### src/rtl/dice_pkg.sv
// Shared constants and types for the dice roller display path.
package dice_pkg;

  // Digit codes: 0-9 are BCD, 10-14 show a dash, 15 is dark.
  localparam logic [3:0] DIGIT_BLANK    = 4'd15;
  localparam logic [3:0] DIGIT_DASH_MIN = 4'd10;

  // Active-high segment patterns, bit0=a .. bit6=g, bit7=dp.
  localparam logic [7:0] SEG_0    = 8'h3F;
  localparam logic [7:0] SEG_1    = 8'h06;
  localparam logic [7:0] SEG_2    = 8'h5B;
  localparam logic [7:0] SEG_3    = 8'h4F;
  localparam logic [7:0] SEG_4    = 8'h66;
  localparam logic [7:0] SEG_5    = 8'h6D;
  localparam logic [7:0] SEG_6    = 8'h7D;
  localparam logic [7:0] SEG_7    = 8'h07;
  localparam logic [7:0] SEG_8    = 8'h7F;
  localparam logic [7:0] SEG_9    = 8'h6F;
  localparam logic [7:0] SEG_DASH = 8'h40;
  localparam logic [7:0] SEG_OFF  = 8'h00;

  typedef enum logic [1:0] {
    StDeadOnes,
    StShowOnes,
    StDeadTens,
    StShowTens
  } mux_state_t;

endpackage

### src/rtl/sevenseg_decode.sv
// Combinational digit-code to active-high segment pattern decode.
module sevenseg_decode
  import dice_pkg::*;
(
  input  logic [3:0] digit,
  output logic [7:0] seg
);

  // Map each code to its pattern; codes 10-14 fall through to a dash.
  always_comb begin
    seg = SEG_OFF;
    case (digit)
      4'd0:        seg = SEG_0;
      4'd1:        seg = SEG_1;
      4'd2:        seg = SEG_2;
      4'd3:        seg = SEG_3;
      4'd4:        seg = SEG_4;
      4'd5:        seg = SEG_5;
      4'd6:        seg = SEG_6;
      4'd7:        seg = SEG_7;
      4'd8:        seg = SEG_8;
      4'd9:        seg = SEG_9;
      DIGIT_BLANK: seg = SEG_OFF;
      default:     seg = SEG_DASH;
    endcase
  end

endmodule

### src/rtl/sevenseg_mux_driver.sv
// Two-digit multiplexed seven-segment driver with dead-time and selectable polarity.
module sevenseg_mux_driver
  import dice_pkg::*;
#(
  parameter int unsigned SHOW_CYCLES = 1000,
  parameter int unsigned DEAD_CYCLES = 16
) (
  input  logic       clk,
  input  logic       rst_n,
  input  logic       ena,
  input  logic [3:0] digit1,
  input  logic [3:0] digit10,
  input  logic       blank_lz,
  input  logic       seg_active_high,
  input  logic       com_active_high,
  output logic [7:0] seg_out,
  output logic [1:0] com_out,
  output logic [1:0] com_oe
);

  localparam int unsigned MaxCyc = (SHOW_CYCLES > DEAD_CYCLES) ? SHOW_CYCLES : DEAD_CYCLES;
  localparam int unsigned CntW   = (MaxCyc > 1) ? $clog2(MaxCyc) : 1;

  localparam logic [CntW-1:0] DeadLast = CntW'(DEAD_CYCLES - 1);
  localparam logic [CntW-1:0] ShowLast = CntW'(SHOW_CYCLES - 1);

  mux_state_t      state_q, state_d;
  logic [CntW-1:0] cnt_q, cnt_d;
  logic [7:0]      raw_seg_q, raw_seg_d;
  logic [1:0]      raw_com_q, raw_com_d;
  logic            com_oe_q;

  logic [3:0] tens_eff;
  logic [3:0] sel_digit;
  logic [7:0] dec_seg;
  logic [1:0] show_com;

  // Pick the digit about to be latched and the common it will drive.
  always_comb begin
    tens_eff  = (blank_lz && (digit10 == 4'd0)) ? DIGIT_BLANK : digit10;
    sel_digit = (state_q == StDeadTens) ? tens_eff : digit1;
    show_com  = 2'b00;
    if (sel_digit != DIGIT_BLANK) begin
      show_com = (state_q == StDeadTens) ? 2'b10 : 2'b01;
    end
  end

  sevenseg_decode u_decode (
    .digit (sel_digit),
    .seg   (dec_seg)
  );

  // Next-state: every transition passes through raw outputs of zero, so the
  // two commons can never overlap.
  always_comb begin
    state_d   = state_q;
    cnt_d     = cnt_q + CntW'(1);
    raw_seg_d = raw_seg_q;
    raw_com_d = raw_com_q;
    if (!ena) begin
      state_d   = StDeadOnes;
      cnt_d     = '0;
      raw_seg_d = SEG_OFF;
      raw_com_d = 2'b00;
    end else begin
      unique case (state_q)
        StDeadOnes, StDeadTens: begin
          raw_seg_d = SEG_OFF;
          raw_com_d = 2'b00;
          if (cnt_q == DeadLast) begin
            // Latch point: the raw registers hold the decoded digit for the
            // whole SHOW phase, so later input changes are ignored.
            state_d   = (state_q == StDeadOnes) ? StShowOnes : StShowTens;
            cnt_d     = '0;
            raw_seg_d = dec_seg;
            raw_com_d = show_com;
          end
        end
        StShowOnes, StShowTens: begin
          if (cnt_q == ShowLast) begin
            state_d   = (state_q == StShowOnes) ? StDeadTens : StDeadOnes;
            cnt_d     = '0;
            raw_seg_d = SEG_OFF;
            raw_com_d = 2'b00;
          end
        end
        default: begin
          state_d   = StDeadOnes;
          cnt_d     = '0;
          raw_seg_d = SEG_OFF;
          raw_com_d = 2'b00;
        end
      endcase
    end
  end

  // State, counter and raw output registers.
  always_ff @(posedge clk or negedge rst_n) begin
    if (!rst_n) begin
      state_q   <= StDeadOnes;
      cnt_q     <= '0;
      raw_seg_q <= SEG_OFF;
      raw_com_q <= 2'b00;
    end else begin
      state_q   <= state_d;
      cnt_q     <= cnt_d;
      raw_seg_q <= raw_seg_d;
      raw_com_q <= raw_com_d;
    end
  end

  // Common output enables turn on at the first edge after reset and stay on.
  always_ff @(posedge clk or negedge rst_n) begin
    if (!rst_n) begin
      com_oe_q <= 1'b0;
    end else begin
      com_oe_q <= 1'b1;
    end
  end

  // Polarity mapping is combinational so a change applies in the same cycle.
  always_comb begin
    seg_out = seg_active_high ? raw_seg_q : ~raw_seg_q;
    com_out = com_active_high ? raw_com_q : ~raw_com_q;
    com_oe  = {2{com_oe_q}};
  end

endmodule

### config.mk
export PLATFORM = sky130hd
export DESIGN_NAME = sevenseg_mux_driver
export DESIGN_NICKNAME = d
export VERILOG_FILES = /design/src/rtl/dice_pkg.sv /design/src/rtl/sevenseg_decode.sv /design/src/rtl/sevenseg_mux_driver.sv
export SDC_FILE = /design/constraint.sdc
export NUM_CORES = 1
export LEC_CHECK = 0
export ABC_AREA = 1
export CORE_MARGIN = 3
export CORE_UTILIZATION = 45
export DETAILED_ROUTE_END_ITERATION = 10
export HOLD_SLACK_MARGIN = 0.15
export PLACE_DENSITY = 0.78
export SLEW_MARGIN = 20
export SYNTH_ARGS = -nofsm -noshare
export SYNTH_HDL_FRONTEND = slang
export SYNTH_SLANG_ARGS = --single-unit
### constraint.sdc
create_clock -name clk -period 3.6 [get_ports clk]
set_input_delay 0.9 -clock clk [delete_from_list [all_inputs] [get_ports clk]]
set_output_delay 0.9 -clock clk [all_outputs]
set_load 0.01 [all_outputs]
Word-level counts from Yosys, hierarchy flattened
Memory sizes are Yosys's and may differ from the RTL's.
Index checks and enable logic that the tools add are counted.
{ "totals": {"ff_bits": 23, "mem_bits_ro": 112, "out_inout_bits": 12, "n_memories": 1} }
{ "classes": {"add_sub_neg": 1, "n_eq_ne": 8, "muxes": 24, "bitwise": 2, "reduce_logical": 6} }
{ "memory_table": {"columns": ["memory", "depth", "width", "read_ports", "rd_ports_with_merged_regs", "wr", "line", "source"], "rows": [
  ["(no name shown)", 16, 7, 1, 0, 0, "sevenseg_decode.sv:12", "case (digit)"]
]} }
{ "ops": {"columns": ["op", "n"], "rows": [
  ["two-way mux 8 bit", 4],
  ["two-way mux 10 bit", 3],
  ["two-way mux 2 bit", 11],
  ["case mux 10 bit (2 select lines)", 1],
  ["case mux 8 bit (2 select lines)", 1],
  ["adder 10 x 1 -> 10 bit, second input constant", 1],
  ["equality test 10 bit, second input constant", 1],
  ["equality test 10 x 4 -> 1 bit, second input constant", 1],
  ["two-way mux 4 bit", 2],
  ["inverter 8 bit", 1],
  ["case mux 2 bit (2 select lines)", 2],
  ["inequality test 3 bit, second input constant", 2],
  ["equality test 2 bit, second input constant", 2],
  ["logical NOT 4 bit", 1],
  ["inequality test 4 bit, second input constant", 1],
  ["OR reduction 2 bit", 2],
  ["equality test 2 x 1 -> 1 bit, second input constant", 1],
  ["logical NOT 2 bit", 1],
  ["inverter 2 bit", 1],
  ["AND reduction 2 bit", 1],
  ["logical AND 1 bit", 1]
]} }

Logic depth before layout (Yosys ltp)
{ "logic_depth": {"ltp_word": 9, "mapped_depth": 13, "depth_no_buf": 13} }

Hierarchy
Synthesis repeated with hierarchy kept, for this count alone.
{ "hier_totals": {"hier_cells": 205, "area_unflattened_um2": 1535.2} }
{ "by_module_without_submodules": {"columns": ["module", "instances", "cells_per_inst", "area_per_inst_um2", "seq_area_each_um2"], "rows": [
  ["sevenseg_mux_driver", 1, 167, 1327.5, 575.6],
  ["sevenseg_decode", 1, 38, 207.7, 0.0]
]} }

Least setup slack after synthesis
OpenSTA, ideal clock, no wires.
{ "synth_path": {"path_type": "input to output", "from": "in seg_active_high", "to": "out seg_out[1]", "t_arrival_ns": 1.443, "required_ns": 2.700, "setup_slack_ns": 1.257, "stages": 2, "path_buffers": 1, "path_cell_list": "clkbuf_1 -> xnor2_1"} }
{ "synth_via": {"elab_chain_cells": 1} }
{ "synth_rtl": {"columns": ["item", "line", "source"], "rows": [
  ["start: declaration", "sevenseg_mux_driver.sv:14", "input logic seg_active_high,"],
  ["two-way mux 8 bit", "sevenseg_mux_driver.sv:123", "seg_out = seg_active_high ? raw_seg_q : ~raw_seg_q;"],
  ["end: declaration", "sevenseg_mux_driver.sv:16", "output logic [7:0] seg_out,"]
]} }
No other way between the ends.

Final worst setup path
Ends and elaborated chain as after synthesis.

==> results.json <==
{
  "status": "complete, no violations",
  "clockBufferDepth": 2,
  "path_clk_slew_ns": 0.12,
  "clockPowerShare": 0.200,
  "drt_iter0_drc": 86,
  "fp.dieArea_mm2": 0.00408,
  "tns_ns": 0,
  "r2r-end": "raw_seg_q[5]",
  "min_path_cells": 1,
  "slew_viol_final": 0,
  "end_kind": "primary output",
  "grt_antenna_before_repair": 0,
  "hpwl_um": 2170,
  "syn2layout_area_growth_pct": 20.2,
  "cts-root-buf": "clkbuf_4",
  "diodes": 0,
  "die_w_um": 63.9,
  "die_y_um": 63.9,
  "grt_pass1_vias": 1148,
  "ant_nets": 0,
  "drc": 0,
  "worst_path_max_delay_cell": "clkdlybuf4s50_1",
  "place.gp.congestion": 0.784,
  "vias": 1223,
  "min_period_ns": 3.26,
  "power_switching_mw": 0.254,
  "yosys_warnings": 0,
  "syn_area_mm2": 0.00151,
  "ios": 26,
  "via_per_inst": 4.81,
  "grt_max_degree": 23,
  "tightestPinTransition_ns": 0.613,
  "skew_ns": 0.00740,
  "wirelength_um": 2780,
  "postLayoutCellArea_mm2": 0.00181,
  "rows": 20,
  "cts_buffers": 3,
  "finalNetCount": 235,
  "core-area_mm2": 0.00313,
  "rr_startpoint": "state_q[0]",
  "path_cells": "clkdlybuf4s50_1 -> xnor2_1 -> clkdlybuf4s50_1",
  "maxSlewHeadroom": 0.590,
  "grt_pass1_wl_um": 4960,
  "syn_nets": 211,
  "cts_hold_buf": 0,
  "power_frac_seq": 0.405,
  "ir_worst_vdd_mv": 0.180,
  "start_kind": "input pin",
  "ys_ff_latch": 22,
  "min_to": "cnt_q[0]",
  "finalCritPeriodShare": 0.906,
  "r2r.worst_path.cells": 13,
  "cp_max_fo": 8,
  "p_comb_frac": 0.396,
  "cap_violations": 0,
  "synthTopCellsByCount": "32 x nand2_1, 25 x nor2_1, 22 x dfrtp_1, 21 x nand3_1, 19 x inv_1",
  "cts_resized": 0,
  "tritoncts": "built",
  "grt-ovfl-total": 0,
  "leakagePower_nw": 0.853,
  "wl_per_cell_um": 10.9,
  "synth_edf_count": 0,
  "worstPathRequired_ns": 2.70,
  "drive_gt1_frac": 0.0905,
  "track_usage": 0.152,
  "synth_area_leaders": "dfrtp_1 36%, ha_1 8.3%, nand2_1 8.0%",
  "critPathKind": "in2out",
  "rrSetupSlack_ns": 1.42,
  "worstHoldStart": "cnt_q[0]",
  "hold_class": "reg2reg",
  "power.internal_mw": 0.416,
  "synth_top_cell_area_share": 0.365,
  "synth_cells": 187,
  "hold_viol_final": 0,
  "async_flop_share": 1.00,
  "critPathMostFrequentCell": "clkdlybuf4s50_1",
  "ys_seq_area_frac": 0.365,
  "start_util": 0.482,
  "yosys.area.top_type": "dfrtp_1",
  "dpl_cell_area_mm2": 0.00178,
  "drt_pre_antenna_iters": 4,
  "finalSetupViolations": 0,
  "post_cts_buffers": 0,
  "yosysMostFrequentCell": "nand2_1",
  "rsz0062_at_grt": "no",
  "port_buffers": 25,
  "clk_latency_ns": 0.30,
  "h-tree-depth": 1,
  "synth.distinct_cells": 31,
  "ys.flop_type": "dfrtp_1",
  "avgSynthCellArea_um2": 8.07,
  "arrival_ns": 2.36,
  "powerDensity_mw_per_mm2": 369,
  "max_freq_mhz": 307,
  "max_stage_delay_ns": 0.72,
  "switching_share": 0.380,
  "cts_sinks": 22
}
cell families after synthesis:
| group | after synthesis | share of synthesized area |
|---|---|---|
| buf+inv | 27 | 0.0730 |
| compound gates | 8 | 0.0357 |
| simple gates | 103 | 0.348 |
| other cells | 1 | 0.00249 |
| flops | 22 | 0.365 |
| fa+ha+maj | 10 | 0.0829 |
| xor+xnor | 16 | 0.0929 |
registers in the layout (all words and copies together) (netlist names):
name	count
raw_seg_q	7
cnt_q	10
com_oe_q	1
raw_com_q	2
state_q	2
worst max path at each step:
stage,cells past startpoint,start,end
finish,3,seg_active_high,seg_out[1]
global route,3,seg_active_high,seg_out[6]
CTS,3,seg_active_high,seg_out[1]
detailed placement,3,seg_active_high,seg_out[1]
global placement,3,seg_active_high,seg_out[2]
floorplan,2,seg_active_high,seg_out[1]
per-layer routing:
layer | vias up | global-route usage | part of all wire
met3 | 2 | 0.0299 | 0.049
met5 | - | 0 | 0
li1 | 646 | - | -
met1 | 552 | 0.200 | 0.49
met2 | 23 | 0.240 | 0.45
met4 | 0 | 0.0647 | 0.011
power by group through the flow:
| stage | sequential, mW | combinational, mW | clock (mW) |
|---|---|---|---|
| 2_1_floorplan | 0.273 | 0.196 | 0 |
| 3_3_place_gp | 0.275 | 0.263 | 0 |
| 3_5_place_dp | 0.276 | 0.267 | 0 |
| 4_1_cts | 0.271 | 0.268 | 0.138 |
| 5_1_grt | 0.273 | 0.305 | 0.152 |
| 6_report | 0.271 | 0.265 | 0.134 |
worst max-delay path, delay by kind of cell:
| kind | cells | cell delay [ns] |
|---|---|---|
| buffers and inverters | 2 | 1.29 |
| xor gates and xnor gates | 1 | 0.17 |
cell usage in the layout (no fill, tap or decap), types with 2 or more instances in the layout:
cell,n
o21ai_1,2
nor3_1,2
inv_1,19
clkdlybuf4s50_1,24
nand4_1,11
nor2_1,25
xor2_1,6
nor2_4,3
xnor2_1,10
o21ai_0,2
nand2_2,2
clkbuf_4,3
dfrtp_1,22
nand3_1,21
nand2_1,32
ha_1,10
final cells by class:
| cell class | instances | area (µm²) |
|---|---|---|
| fillers | 299 | 1310 |
| multi-input cells | 138 | 848 |
| flip-flops and latches | 22 | 551 |
| repair buffers | 25 | 245 |
| inverters | 21 | 78.8 |
| well taps | 44 | 55.1 |
| clock buffers | 4 | 36.3 |
through the flow:
stage	instances	utilization	worst slack [ns]	power, mW	hold slack [ns]
2_1_floorplan	187	-	1.26	0.470	0.433
3_3_place_gp	250	0.570	0.358	0.539	0.453
3_5_place_dp	250	0.570	0.330	0.543	0.457
4_1_cts	254	0.582	0.330	0.677	0.477
5_1_grt	254	0.580	0.233	0.731	0.503
6_report	254	0.580	0.339	0.670	0.476
Power figures use the tool's default switching activity.
